<file path="config.mk">
export PLATFORM = sky130hd
export DESIGN_NAME = uart_tx_arbiter
export DESIGN_NICKNAME = d
export VERILOG_FILES = /design/src/rtl/uart_pkg.sv /design/src/rtl/rr_arbiter.sv /design/src/rtl/uart_tx_arbiter.sv
export SDC_FILE = /design/constraint.sdc
export NUM_CORES = 1
export LEC_CHECK = 0
export CAP_MARGIN = 20
export CORE_MARGIN = 2
export CORE_UTILIZATION = 30
export CTS_BUF_LIST = sky130_fd_sc_hd__clkbuf_4
export DETAILED_ROUTE_END_ITERATION = 10
export GPL_TIMING_DRIVEN = 0
export PLACE_DENSITY = 0.71
export SYNTH_ARGS = -nofsm -noshare
export SYNTH_HDL_FRONTEND = slang
export SYNTH_SLANG_ARGS = --single-unit
</file>
<file path="constraint.sdc">
create_clock -name clk -period 2.77 [get_ports clk]
set_clock_uncertainty 0.2 [all_clocks]
set_input_delay 0.4155 -clock clk [delete_from_list [all_inputs] [get_ports clk]]
set_output_delay 0.4155 -clock clk [all_outputs]
set_load 0.02 [all_outputs]
</file>
<file path="src/rtl/uart_pkg.sv">
`default_nettype none
// ============================================================================
// Module   : uart_pkg
// Brief    : Shared UART constants and the TX arbiter FSM state type.
// Revision : 1.0
// ============================================================================
package uart_pkg;

    localparam int UART_DATA_W = 8;

    typedef enum logic [0:0] {
        IDLE = 1'b0,
        XFER = 1'b1
    } tx_state_t;

endpackage : uart_pkg
`default_nettype wire

</file>
<file path="src/rtl/rr_arbiter.sv">
`default_nettype none
// ============================================================================
// Module   : rr_arbiter
// Brief    : Combinational round-robin pick, first set request after ptr.
// Revision : 1.0
// ============================================================================
module rr_arbiter #(
    parameter int NUM_REQ = 4,
    parameter int IDX_W   = $clog2(NUM_REQ)
) (
    input  logic [NUM_REQ-1:0] req,
    input  logic [IDX_W-1:0]   ptr,
    output logic [IDX_W-1:0]   grant,
    output logic               any
);

    logic [IDX_W-1:0] w_idx;

    // Scan from the farthest offset down so the nearest candidate after ptr wins last.
    always_comb begin
        grant = '0;
        any   = 1'b0;
        w_idx = '0;
        for (int off = NUM_REQ; off >= 1; off--) begin
            w_idx = IDX_W'((int'(ptr) + off) % NUM_REQ);
            if (req[w_idx]) begin
                grant = w_idx;
                any   = 1'b1;
            end
        end
    end

endmodule : rr_arbiter
`default_nettype wire

</file>
<file path="src/rtl/uart_tx_arbiter.sv">
`default_nettype none
// ============================================================================
// Module   : uart_tx_arbiter
// Brief    : Packet-granular round-robin sharing of the UART TX FIFO write port.
// Revision : 1.0
// ============================================================================
module uart_tx_arbiter
    import uart_pkg::*;
#(
    parameter int NUM_REQ   = 4,
    parameter int DATA_W    = UART_DATA_W,
    parameter int MAX_BURST = 16
) (
    input  logic                        clk,
    input  logic                        reset_n,
    input  logic [NUM_REQ-1:0]          req_valid,
    input  logic [NUM_REQ*DATA_W-1:0]   req_data,
    input  logic [NUM_REQ-1:0]          req_last,
    output logic [NUM_REQ-1:0]          req_ready,
    input  logic                        fifo_full,
    output logic                        fifo_wr_en,
    output logic [DATA_W-1:0]           fifo_data,
    output logic [$clog2(NUM_REQ)-1:0]  grant_id,
    output logic                        busy
);

    localparam int IDX_W = $clog2(NUM_REQ);
    localparam int CNT_W = 8;
    localparam logic [CNT_W-1:0] C_LAST_CNT = CNT_W'(MAX_BURST - 1);

    tx_state_t         r_state;
    logic [IDX_W-1:0]  r_ptr;
    logic [IDX_W-1:0]  r_grant_id;
    logic [CNT_W-1:0]  r_burst_cnt;
    logic              r_busy;

    logic [IDX_W-1:0]  w_arb_grant;
    logic              w_arb_any;
    logic              w_beat;
    logic              w_end_grant;
    logic [DATA_W-1:0] w_req_bytes [NUM_REQ];

    generate
        for (genvar gi = 0; gi < NUM_REQ; gi++) begin : g_unpack
            assign w_req_bytes[gi] = req_data[gi*DATA_W +: DATA_W];
        end
    endgenerate

    rr_arbiter #(
        .NUM_REQ (NUM_REQ),
        .IDX_W   (IDX_W)
    ) u_rr_arbiter (
        .req   (req_valid),
        .ptr   (r_ptr),
        .grant (w_arb_grant),
        .any   (w_arb_any)
    );

    assign w_beat      = (r_state == XFER) & req_valid[r_grant_id] & ~fifo_full;
    assign w_end_grant = w_beat & (req_last[r_grant_id] | (r_burst_cnt == C_LAST_CNT));

    // Write path is combinational from the held grant for zero-latency backpressure.
    always_comb begin
        req_ready  = '0;
        fifo_wr_en = w_beat;
        fifo_data  = '0;
        if (r_state == XFER) begin
            req_ready[r_grant_id] = ~fifo_full;
        end
        if (w_beat) begin
            fifo_data = w_req_bytes[r_grant_id];
        end
    end

    always_ff @(posedge clk or negedge reset_n) begin
        if (!reset_n) begin
            r_state     <= IDLE;
            r_ptr       <= IDX_W'(NUM_REQ - 1);
            r_grant_id  <= '0;
            r_burst_cnt <= '0;
            r_busy      <= 1'b0;
        end else begin
            case (r_state)
                IDLE: begin
                    if (w_arb_any) begin
                        r_grant_id  <= w_arb_grant;
                        r_burst_cnt <= '0;
                        r_busy      <= 1'b1;
                        r_state     <= XFER;
                    end
                end
                XFER: begin
                    if (w_beat) begin
                        r_burst_cnt <= r_burst_cnt + 1'b1;
                        if (w_end_grant) begin
                            r_ptr   <= r_grant_id;
                            r_busy  <= 1'b0;
                            r_state <= IDLE;
                        end
                    end
                end
                default: r_state <= IDLE;
            endcase
        end
    end

    assign grant_id = r_grant_id;
    assign busy     = r_busy;

endmodule : uart_tx_arbiter
`default_nettype wire

</file>
==> impl_metrics.toml <==
[run_status]
status = "completed"

[sta]
tightest_slew_ps = 668.1
final_max_slew_viol_count = 0
max_freq_mhz = 369.3
setup_tns_ps = 0
finalCritPeriodShare_pct = 97.76
rsz0062_at_grt = "no"
relSlewSlack_pct = 55.32
finalSetupViolCount = 0
fin_crit_ps = 2708
hold_viol = 0

[synth]
netlist_instances = 103
postSynthAreaPerCell_um2 = 10.43
synthesis.nets = 147
syn_area_mm2 = 0.001075
yosysSeqAreaShare_pct = 32.83
ys_ff_latch = 14
synth_cell_type_count = 37
ys_warn_count = 0

[clock_tree]
clk_pin_slew_worst_paths_ps = 80
cts_tree = "yes"
cts_num_sinks = 14
clk_path_buf_depth = 2
numCtsBuffers = 3
hold_buffers = 0
cts_htree_levels = 1
clock_latency_ps = 290
root_buffer = "clkbuf_4"

[routing]
drc_errors = 0
viasPerCell = 5.123
post_drt_wl_per_cell_um = 15.59
route.vias.total = 1086
drt-initial-drc-count = 39
antenna_left = 0
dr.pass1.iters = 4
wl_um = 3305

[worst_setup_path]
crit_required_ps = 2150
crit_arrival_ps = 2090
critPathLaunchType = "primary input"
critPathKind = "in2out"
r2r_end = "r_ptr[1]$_DFFE_PN1P_"
reg2reg_depth = 6
crit_path_max_fanout = 10
cp-end-kind = "output port"
r2r_start = "grant_id[0]$_DFFE_PN0P_"
reg2reg_slack_ps = 840

[grt]
grt_first_pass_wirelength_um = 5492
grt.total_usage_pct = 17.27
grt_max_degree = 15
overflow = 0
antenna_found_initial = 0
grt_pass1_vias = 1159

[power_and_ir_drop]
vdd_drop_max_v = 0.0002873
p_leak_nw = 0.8585
finalPower_w = 0.001289
powerDensity_mw_per_mm2 = 735.9

[die]
initial_core_util_pct = 31.71
core_area_mm2 = 0.003390
placementRows = 21
dieArea_mm2 = 0.004077
boundaryPins = 59
die_height_um = 63.86
die_w_um = 63.86

[final_layout]
nFillCells = 305
final_nets = 211
seq_area_um2 = 352.8
drive_above_1_share_pct = 19.28
syn2layout_area_growth_pct = 62.98
stdcell_count = 212
multi_input_area_um2 = 673.1
diodes = 0

[placed_design]
io_buffers = 58
dp_cells = 207
dp_hpwl_um = 2583
gp_congestion = 0.8051

[min_path]
worstHoldEndpoint = "r_burst_cnt[3]$_DFFE_PN0P_"
hp-class = "reg2reg"
hold_depth = 1
min_from = "r_burst_cnt[3]$_DFFE_PN0P_"

[job]
max_cap_viol_count = 0
[layout by cell type (no fill, tap or decap), drive strengths merged]
| cell type | instances |
|---|---|
| clkbuf | 5 |
| nand3 | 3 |
| o211ai | 1 |
| ha | 1 |
| and3 | 11 |
| o22ai | 1 |
| dfrtp | 12 |
| o31a | 1 |
| dlymetal6s2s | 2 |
| dfstp | 2 |
| o21a | 1 |
| xor2 | 1 |
| o21ai | 2 |
| nor4 | 3 |
| mux2i | 5 |
| a31oi | 1 |
| or2 | 1 |
| nand2b | 1 |
| nor2 | 7 |
| clkdlybuf4s50 | 44 |
| and4 | 1 |
| nor2b | 1 |
| mux2 | 2 |
| nand2 | 13 |
| and3b | 1 |
| dlygate4sd2 | 12 |
| mux4 | 10 |
| inv | 4 |
| nand4 | 4 |
| o31ai | 1 |
| buf | 7 |
| clkinv | 1 |
| a21oi | 4 |
[worst max path at each step]
stage	to	startpoint	depth (start not counted)	slack, ps
after floorplan	fifo_data[3]	grant_id[0]$_DFFE_PN0P_	4	560
after global placement	fifo_data[7]	fifo_full	5	-280
after detailed placement	fifo_data[7]	fifo_full	5	-330
after CTS	fifo_data[3]	grant_id[0]$_DFFE_PN0P_	5	4
after global routing	fifo_data[5]	grant_id[0]$_DFFE_PN0P_	5	10
final	fifo_data[7]	req_valid[2]	5	60
[layer usage]
metal,GRT usage (%),part of all wire (%),up-vias
met5,0,0,-
met2,29.43,47,60
met1,21.16,42,505
li1,-,-,516
met4,6.250,1.4,0
met3,4.049,9.3,5
[cell usage after synthesis]
cell	count	area share (%)
buf_6	1	1.0
dfstp_2	2	4.9
o21a_1	1	0.70
nand3_1	3	1.4
mux2i_1	5	4.7
nor2_2	1	0.58
and3_1	11	6.4
nand4_1	3	1.7
xor2_1	1	0.82
o22ai_1	1	0.58
o21ai_0	2	0.93
buf_2	3	1.4
nor2b_1	1	0.58
ha_1	1	1.2
inv_2	1	0.35
nand2_1	12	4.2
nand4_2	1	1.2
nor2_1	6	2.1
a21oi_2	1	0.82
o211ai_1	1	0.70
inv_1	3	1.0
or2_2	1	0.58
a21oi_1	3	1.4
mux2_4	2	2.8
nor4_1	2	1.2
o31a_1	1	0.82
nand2_4	1	1.0
nand2b_1	1	0.58
mux4_2	10	21
buf_1	2	0.70
clkbuf_1	2	0.70
and4_1	1	0.82
dfrtp_1	12	28
a31oi_1	1	0.58
o31ai_1	1	0.70
nor4_2	1	1.2
and3b_1	1	0.82
[stage by stage]
stage	utilization (%)	instance area [µm²]	hold WS [ps]	worst slack [ps]
2_1_floorplan	-	1075	-80.09	563.7
3_3_place_gp	50.54	1713	281.3	-281.8
3_5_place_dp	50.54	1713	290.1	-326.2
4_1_cts	51.16	1734	300.9	3.944
5_1_grt	51.68	1752	333.2	12.22
6_report	51.68	1752	293.0	62.08
[kinds of logic after synthesis]
kind of cell	Yosys count	share of synthesized area (%)
AOI/OAI and AO/OA	12	7.219
buffers and inverters	12	5.238
adders and majority gates	1	1.164
and+or+nand+nor	46	24.33
muxes	17	28.41
DFF	14	32.83
xor gates and xnor gates	1	0.8150
[area by class of cell]
type	instances	area share, %
inverters	4	0.8571
repair buffers	59	33.00
multi-input cells	77	38.43
clock inverters	1	0.2143
clock buffers	3	1.286
flip-flops and latches	14	20.14
plain buffers	8	2.786
well taps	46	3.286
[flip-flops by register name, indices dropped and copies added (netlist names)]
name and cells:
r_ptr 2, r_burst_cnt 8, r_state 1, busy 1, grant_id 2
[power by group]
group	switching, W	internal, W
Combinational	0.000408	0.000435
Sequential	0.0000487	0.000275
Clock	0.0000693	0.0000524
Total	0.000526	0.000763
[worst max-delay path: stages]
cell             delay (ps)
clkdlybuf4s50_1         470
mux4_2                  500
buf_2                   200
and3_1                  190
dlygate4sd2_1           320
[repair_timing]
item | 4_1_cts | 5_1_grt
setup buffers | 0 | 1
gates resized for setup | 16 | 6
endpoints found under the setup margin | 11 | 11
hold endpoints to repair | 0 | 0
No activity file was read; power rests on OpenSTA's default activity.
